==> src/rtl/pipe_rate_change_ctrl.sv <==
// pipe_rate_change_ctrl: MAC-side PIPE rate-change sequencer (EI force, Rate drive, PclkChangeOk/Ack/PhyStatus handshake, timeout abort)
module pipe_rate_change_ctrl #(
    parameter int LANESNUMBER    = 16,
    parameter int EI_SETTLE      = 4,
    parameter int TIMEOUT_CYCLES = 1024
) (
    input  logic                   CLK,
    input  logic                   reset,
    input  logic                   req,
    input  logic [3:0]             req_rate,
    input  logic [LANESNUMBER-1:0] active_lanes,
    input  logic                   PclkChangeOk,
    input  logic [LANESNUMBER-1:0] PhyStatus,
    output logic [3:0]             Rate,
    output logic [4:0]             PCLKRate,
    output logic                   PclkChangeAck,
    output logic [LANESNUMBER-1:0] ei_force,
    output logic                   busy,
    output logic                   done,
    output logic                   err
);
    localparam int EW = $clog2(EI_SETTLE + 1);
    localparam int TW = $clog2(TIMEOUT_CYCLES);

    typedef enum logic [2:0] {IDLE, EI_ENTER, RATE_DRIVE, ACK, DONE, ERR} state_t;

    state_t                 state_q, state_d;
    logic [3:0]             tgt_q, prev_q, rate_q, rate_d;
    logic [4:0]             pclk_q, pclk_d;
    logic [LANESNUMBER-1:0] mask_q, seen_q, seen_d, ei_q, ei_d, hit;
    logic [EW-1:0]          ei_cnt_q, ei_cnt_d;
    logic [TW-1:0]          tmo_q, tmo_d;
    logic                   ack_q, done_q, err_q, busy_q, tmo_last, all_seen, in_hs;

    always_comb begin
        hit      = PhyStatus & mask_q;
        all_seen = (seen_q | hit) == mask_q;
        tmo_last = tmo_q == TW'(TIMEOUT_CYCLES - 1);
        in_hs    = state_q == RATE_DRIVE || state_q == ACK;
        state_d  = state_q;
        case (state_q)
            IDLE:       if (req) state_d = (req_rate > 4'd4 || active_lanes == '0) ? ERR :
                                           (req_rate == rate_q) ? DONE : EI_ENTER;
            EI_ENTER:   if (ei_cnt_q == EW'(EI_SETTLE - 1)) state_d = RATE_DRIVE;
            RATE_DRIVE: state_d = PclkChangeOk ? ACK : tmo_last ? ERR : RATE_DRIVE;
            ACK:        state_d = all_seen ? DONE : tmo_last ? ERR : ACK;
            default:    state_d = IDLE;
        endcase
        // Only an aborted handshake restores the saved rate; a reject never moved it
        rate_d   = state_d == RATE_DRIVE ? tgt_q : (in_hs && state_d == ERR) ? prev_q : rate_q;
        pclk_d   = {1'b0, rate_d} + 5'd1;
        ei_d     = (state_d inside {EI_ENTER, RATE_DRIVE, ACK}) ? '1 :
                   (state_d inside {DONE, ERR}) ? ei_q : '0;
        ei_cnt_d = state_q == EI_ENTER ? ei_cnt_q + EW'(1) : '0;
        tmo_d    = in_hs ? (tmo_last ? tmo_q : tmo_q + TW'(1)) : '0;
        seen_d   = state_q == ACK ? seen_q | hit : '0;
    end

    always_ff @(posedge CLK) begin
        if (reset) begin
            state_q  <= IDLE;
            tgt_q    <= '0;
            prev_q   <= '0;
            mask_q   <= '0;
            seen_q   <= '0;
            ei_cnt_q <= '0;
            tmo_q    <= '0;
            rate_q   <= '0;
            pclk_q   <= 5'd1;
            ei_q     <= '0;
            ack_q    <= 1'b0;
            done_q   <= 1'b0;
            err_q    <= 1'b0;
            busy_q   <= 1'b0;
        end else begin
            state_q  <= state_d;
            if (state_q == IDLE && req) begin
                tgt_q  <= req_rate;
                mask_q <= active_lanes;
                prev_q <= rate_q;
            end
            seen_q   <= seen_d;
            ei_cnt_q <= ei_cnt_d;
            tmo_q    <= tmo_d;
            rate_q   <= rate_d;
            pclk_q   <= pclk_d;
            ei_q     <= ei_d;
            ack_q    <= state_d == ACK;
            done_q   <= state_d == DONE;
            err_q    <= state_d == ERR;
            busy_q   <= state_d != IDLE;
        end
    end

    assign Rate          = rate_q;
    assign PCLKRate      = pclk_q;
    assign PclkChangeAck = ack_q;
    assign ei_force      = ei_q;
    assign busy          = busy_q;
    assign done          = done_q;
    assign err           = err_q;
endmodule

==> config.mk <==
export PLATFORM = sky130hd
export DESIGN_NAME = pipe_rate_change_ctrl
export DESIGN_NICKNAME = d
export VERILOG_FILES = /design/src/rtl/pipe_rate_change_ctrl.sv
export SDC_FILE = /design/constraint.sdc
export NUM_CORES = 1
export LEC_CHECK = 0
export BUFFER_PORTS_ARGS = -buffer_cell sky130_fd_sc_hd__buf_2
export CAP_MARGIN = 20
export CORE_ASPECT_RATIO = 0.9
export CORE_MARGIN = 2
export CORE_UTILIZATION = 60
export CTS_BUF_LIST = sky130_fd_sc_hd__clkbuf_8
export DETAILED_ROUTE_END_ITERATION = 16
export GPL_TIMING_DRIVEN = 1
export PLACE_DENSITY = 0.83
export SETUP_SLACK_MARGIN = 0.2
export SLEW_MARGIN = 20
export SYNTH_ARGS = -nofsm -noshare
export SYNTH_HDL_FRONTEND = slang
export SYNTH_SLANG_ARGS = --single-unit
==> constraint.sdc <==
create_clock -name CLK -period 4.3 [get_ports CLK]
set_input_delay 0.645 -clock CLK [delete_from_list [all_inputs] [get_ports CLK]]
set_output_delay 0.645 -clock CLK [all_outputs]
set_load 0.01 [all_outputs]
==> metrics.log <==
[metrics] final critical path time including I/O delays and setup: 2.89 ns
[metrics] Distinct cells, synth: 51
[metrics] post-route ant nets: 0
[metrics] sequential-to-total area share from yosys stat: 44.7%
[metrics] Pwr per Cell Area: 366 mW/mm^2
[metrics] register share of total power: 52.8%
[metrics] wire length of the first global-routing pass: 11.4 mm
[metrics] post-synth top area cell: sky130_fd_sc_hd__dfxtp_1
[metrics] Iter 0 DRT Violations: 202
[metrics] Primary FF master, synth: sky130_fd_sc_hd__dfxtp_1
[metrics] routed wire length per instance: 13.7 um
[metrics] Switching Fraction: 25.2%
[metrics] area grow syn2layout: 14.0%
[metrics] Data required, critical path: 4.53 ns
[metrics] vias post-DR: 2,767
[metrics] Port Buf Inserts: 68
[metrics] starting density of the core: 63.3%
[metrics] vias per cell: 5.55
[metrics] Worst setup SP type: register
[metrics] biggest fanout along the worst timing path: 10
[metrics] IO Count: 69
[metrics] clock latency on the worst-skew pair: 0.34 ns
[metrics] proportion of netlist area held by the largest area contributor: 44.7%
[metrics] worst clock skew: 0.00828 ns
[metrics] status: finished clean
[metrics] CTS tree: done
[metrics] Final Net Count: 475
[metrics] width of the die: 80.2 um
[metrics] final antenna diode count: 0
[metrics] post-synthesis register bit count: 70
[metrics] number of synthesis warnings: 0
[metrics] Worst slew margin: 56.3%
[metrics] placed cell count: 485
[metrics] final max-slew violation count: 0
[metrics] clock sink count: 70
[metrics] IR Drop Worst-Case VDD: 0.348 mV
[metrics] transition time of the tightest slew-check pin: 0.656 ns
[metrics] antenna violations before repair: 0
[metrics] post-detail-place hpwl: 4.87 mm
[metrics] Post-route DRC: 0
[metrics] post-route core utilization: 72.1%
[metrics] largest net degree at the start of global routing: 39
[metrics] leakage: 1.55 nW
[metrics] root buffer selected by CTS: sky130_fd_sc_hd__clkbuf_8
[metrics] number of H-tree levels: 3
[metrics] post-cts repair resize count: 0
[metrics] number of clock buffers inserted by TritonCTS: 9
[metrics] leading cell types by total area after synthesis: sky130_fd_sc_hd__dfxtp_1 (45%), sky130_fd_sc_hd__nand2_1 (7.1%), sky130_fd_sc_hd__a21oi_1 (7.0%), sky130_fd_sc_hd__nor2_1 (6.6%), sky130_fd_sc_hd__buf_4 (3.8%)
[metrics] final-report hold violation count: 0
[metrics] area of the placeable core: 0.00495 sq mm
[metrics] Routed Wire Length: 6.81 mm
[metrics] Min Hold Slack: 0.440 ns
[metrics] DIE AREA: 0.00582 sq mm
[metrics] kind of end point of the critical path: register
[metrics] setup repair after global routing missed its margin: no
[metrics] detailed-routing iteration count for the pre-antenna-repair pass: 4
[metrics] ratio of final minimum period to clock period: 67.2%
[metrics] Cell Count, Final, Fillers Out: 499
[metrics] layout cell share with drive strength beyond 1: 22.4%
[metrics] cell row count: 24
[metrics] total net switching power: 330 uW
[metrics] start-to-end type of the worst setup path: register to register
[metrics] cell area after synthesis: 0.00314 sq mm
[metrics] Clock Power Share: 36.0%
[metrics] setup fix buffers added after clock tree synthesis: 0
[metrics] post-CTS clock slew at the launch and capture registers of the worst setup and hold paths: 0.07 ns
[metrics] post-synth net total: 423
[metrics] path type of the worst min-delay path: register to register
[metrics] Die Height: 72.6 um
[metrics] maximum clock frequency: 0.346 GHz
[metrics] gate count after technology mapping: 379
[metrics] setup TNS after final layout: 0 ns
[metrics] GP Congestion: 0.875
[metrics] final setup violating endpoints: 0
[metrics] Max Cap Violations: 0
[metrics] critical path arrival: 3.12 ns
[metrics] combinational share of power: 11.2%
[metrics] commonest non-fill, non-tap cell in the layout: sky130_fd_sc_hd__dfxtp_1
[metrics] number of enable-type register cells in the synthesized netlist: 0
[metrics] sum of internal, switching and leakage power: 1.31 mW
[metrics] per-instance average area after synthesis: 8.27 sq um
[metrics] internal portion of total power: 978 uW
[metrics] Max Root-Sink Buffers: 2
[metrics] Global Route Usage Sum: 25.7%
[metrics] Post-synth ARST share: 0%
[metrics] global route total overflow: 0
[metrics] Post-CTS Hold Buffers: 0
[metrics] via count of the first global-routing pass: 2,472
[metrics] leading cell types in the layout, fill and taps excluded: sky130_fd_sc_hd__dfxtp_1 (70), sky130_fd_sc_hd__buf_2 (68), sky130_fd_sc_hd__nand2_1 (59)
==> critical path, stage by stage, from the launching register on <==
cell	delay, ns
sky130_fd_sc_hd__dfxtp_1	0.38
sky130_fd_sc_hd__ha_1	0.31
sky130_fd_sc_hd__nand2_1	0.10
sky130_fd_sc_hd__or3_1	0.53
sky130_fd_sc_hd__nor3_2	0.21
sky130_fd_sc_hd__a211o_2	0.17
sky130_fd_sc_hd__or2_1	0.24
sky130_fd_sc_hd__o22ai_1	0.11
sky130_fd_sc_hd__a31o_1	0.23
sky130_fd_sc_hd__nor3_2	0.19
sky130_fd_sc_hd__mux2_4	0.31
==> registers in the layout (all words and copies together) (netlist names), 3 cells and up <==
name and count:
tgt_q 4, prev_q 4, state_q 3, Rate 4
seen_q 16, tmo_q 10, PCLKRate 5, mask_q 16
ei_cnt_q 3
==> power groups by stage <==
stage,clock (mW),sequential (mW),combinational (mW)
6_report,0.471,0.690,0.147
4_1_cts,0.483,0.690,0.146
3_3_place_gp,0,0.703,0.143
5_1_grt,0.511,0.693,0.165
2_1_floorplan,0,0.699,0.110
3_5_place_dp,0,0.704,0.145
==> metrics by stage <==
step	cell area, sq um	worst slack [ns]
4_1_cts	3570	1.42
3_5_place_dp	3400	1.25
2_1_floorplan	3140	1.56
5_1_grt	3570	1.10
6_report	3570	1.41
3_3_place_gp	3400	1.36
==> routing by layer <==
layer / global-route usage (%) / up-vias / part of all wire [%]
met5: 0 / - / 0
met4: 8.10 / 0 / 0.94
met3: 8.29 / 6 / 8.1
met2: 38.3 / 109 / 44
met1: 35.8 / 1272 / 47
li1: - / 1380 / -
==> synth_stat cells, types with 2 or more instances <==
| library cell | count |
|---|---|
| sky130_fd_sc_hd__nand2_1 | 59 |
| sky130_fd_sc_hd__o21ai_0 | 3 |
| sky130_fd_sc_hd__nor2_1 | 55 |
| sky130_fd_sc_hd__dfxtp_1 | 70 |
| sky130_fd_sc_hd__nand3_1 | 4 |
| sky130_fd_sc_hd__nor4_1 | 5 |
| sky130_fd_sc_hd__a22oi_1 | 8 |
| sky130_fd_sc_hd__nand2b_1 | 5 |
| sky130_fd_sc_hd__clkbuf_1 | 11 |
| sky130_fd_sc_hd__xor2_1 | 8 |
| sky130_fd_sc_hd__o21a_1 | 2 |
| sky130_fd_sc_hd__nor2b_1 | 16 |
| sky130_fd_sc_hd__inv_1 | 13 |
| sky130_fd_sc_hd__a31oi_1 | 2 |
| sky130_fd_sc_hd__o22ai_1 | 2 |
| sky130_fd_sc_hd__ha_1 | 4 |
| sky130_fd_sc_hd__or2_1 | 2 |
| sky130_fd_sc_hd__or3_1 | 2 |
| sky130_fd_sc_hd__nor3_2 | 3 |
| sky130_fd_sc_hd__nor3_1 | 3 |
| sky130_fd_sc_hd__buf_4 | 16 |
| sky130_fd_sc_hd__and3_1 | 3 |
| sky130_fd_sc_hd__nand3b_1 | 2 |
| sky130_fd_sc_hd__a2111oi_1 | 3 |
| sky130_fd_sc_hd__and4_1 | 2 |
| sky130_fd_sc_hd__a21oi_1 | 44 |
| sky130_fd_sc_hd__nand4_1 | 7 |
| sky130_fd_sc_hd__a31o_2 | 2 |
==> kinds of logic (layout without fill, tap and decap cells) <==
| kind of cell | after synthesis | in the layout | synth area share (%) |
|---|---|---|---|
| buffers and inverters | 41 | 96 | 7.06 |
| and+or+nand+nor | 176 | 176 | 27.3 |
| adders and majority gates | 4 | 4 | 1.60 |
| AOI/OAI and AO/OA | 77 | 77 | 16.0 |
| DFF | 70 | 70 | 44.7 |
| muxes | 2 | 2 | 0.838 |
| xor gates and xnor gates | 9 | 9 | 2.51 |
==> path summary, 6_finish.rpt <==
path,startpoint,endpoint,slack [ns],cells past startpoint
worst max register to register,tmo_q[0]$_SDFFE_PP0N_,PCLKRate[3]$_SDFF_PP0_,1.41,10
worst min-delay path,ei_cnt_q[0]$_SDFF_PP0_,ei_cnt_q[0]$_SDFF_PP0_,0.44,1
worst min register to register,ei_cnt_q[0]$_SDFF_PP0_,ei_cnt_q[0]$_SDFF_PP0_,0.44,1
worst max-delay path,tmo_q[0]$_SDFFE_PP0N_,PCLKRate[3]$_SDFF_PP0_,1.41,10
==> final cells by class <==
class | instances | area, sq um
multi-input combinational | 268 | 1520
sequential | 70 | 1400
fill | 409 | 1380
timing repair buffer | 69 | 348
clock buffer | 12 | 165
tap | 65 | 81.3
inverter | 13 | 48.8
clock inverter | 2 | 8.76
Power figures use the tool's default switching activity.
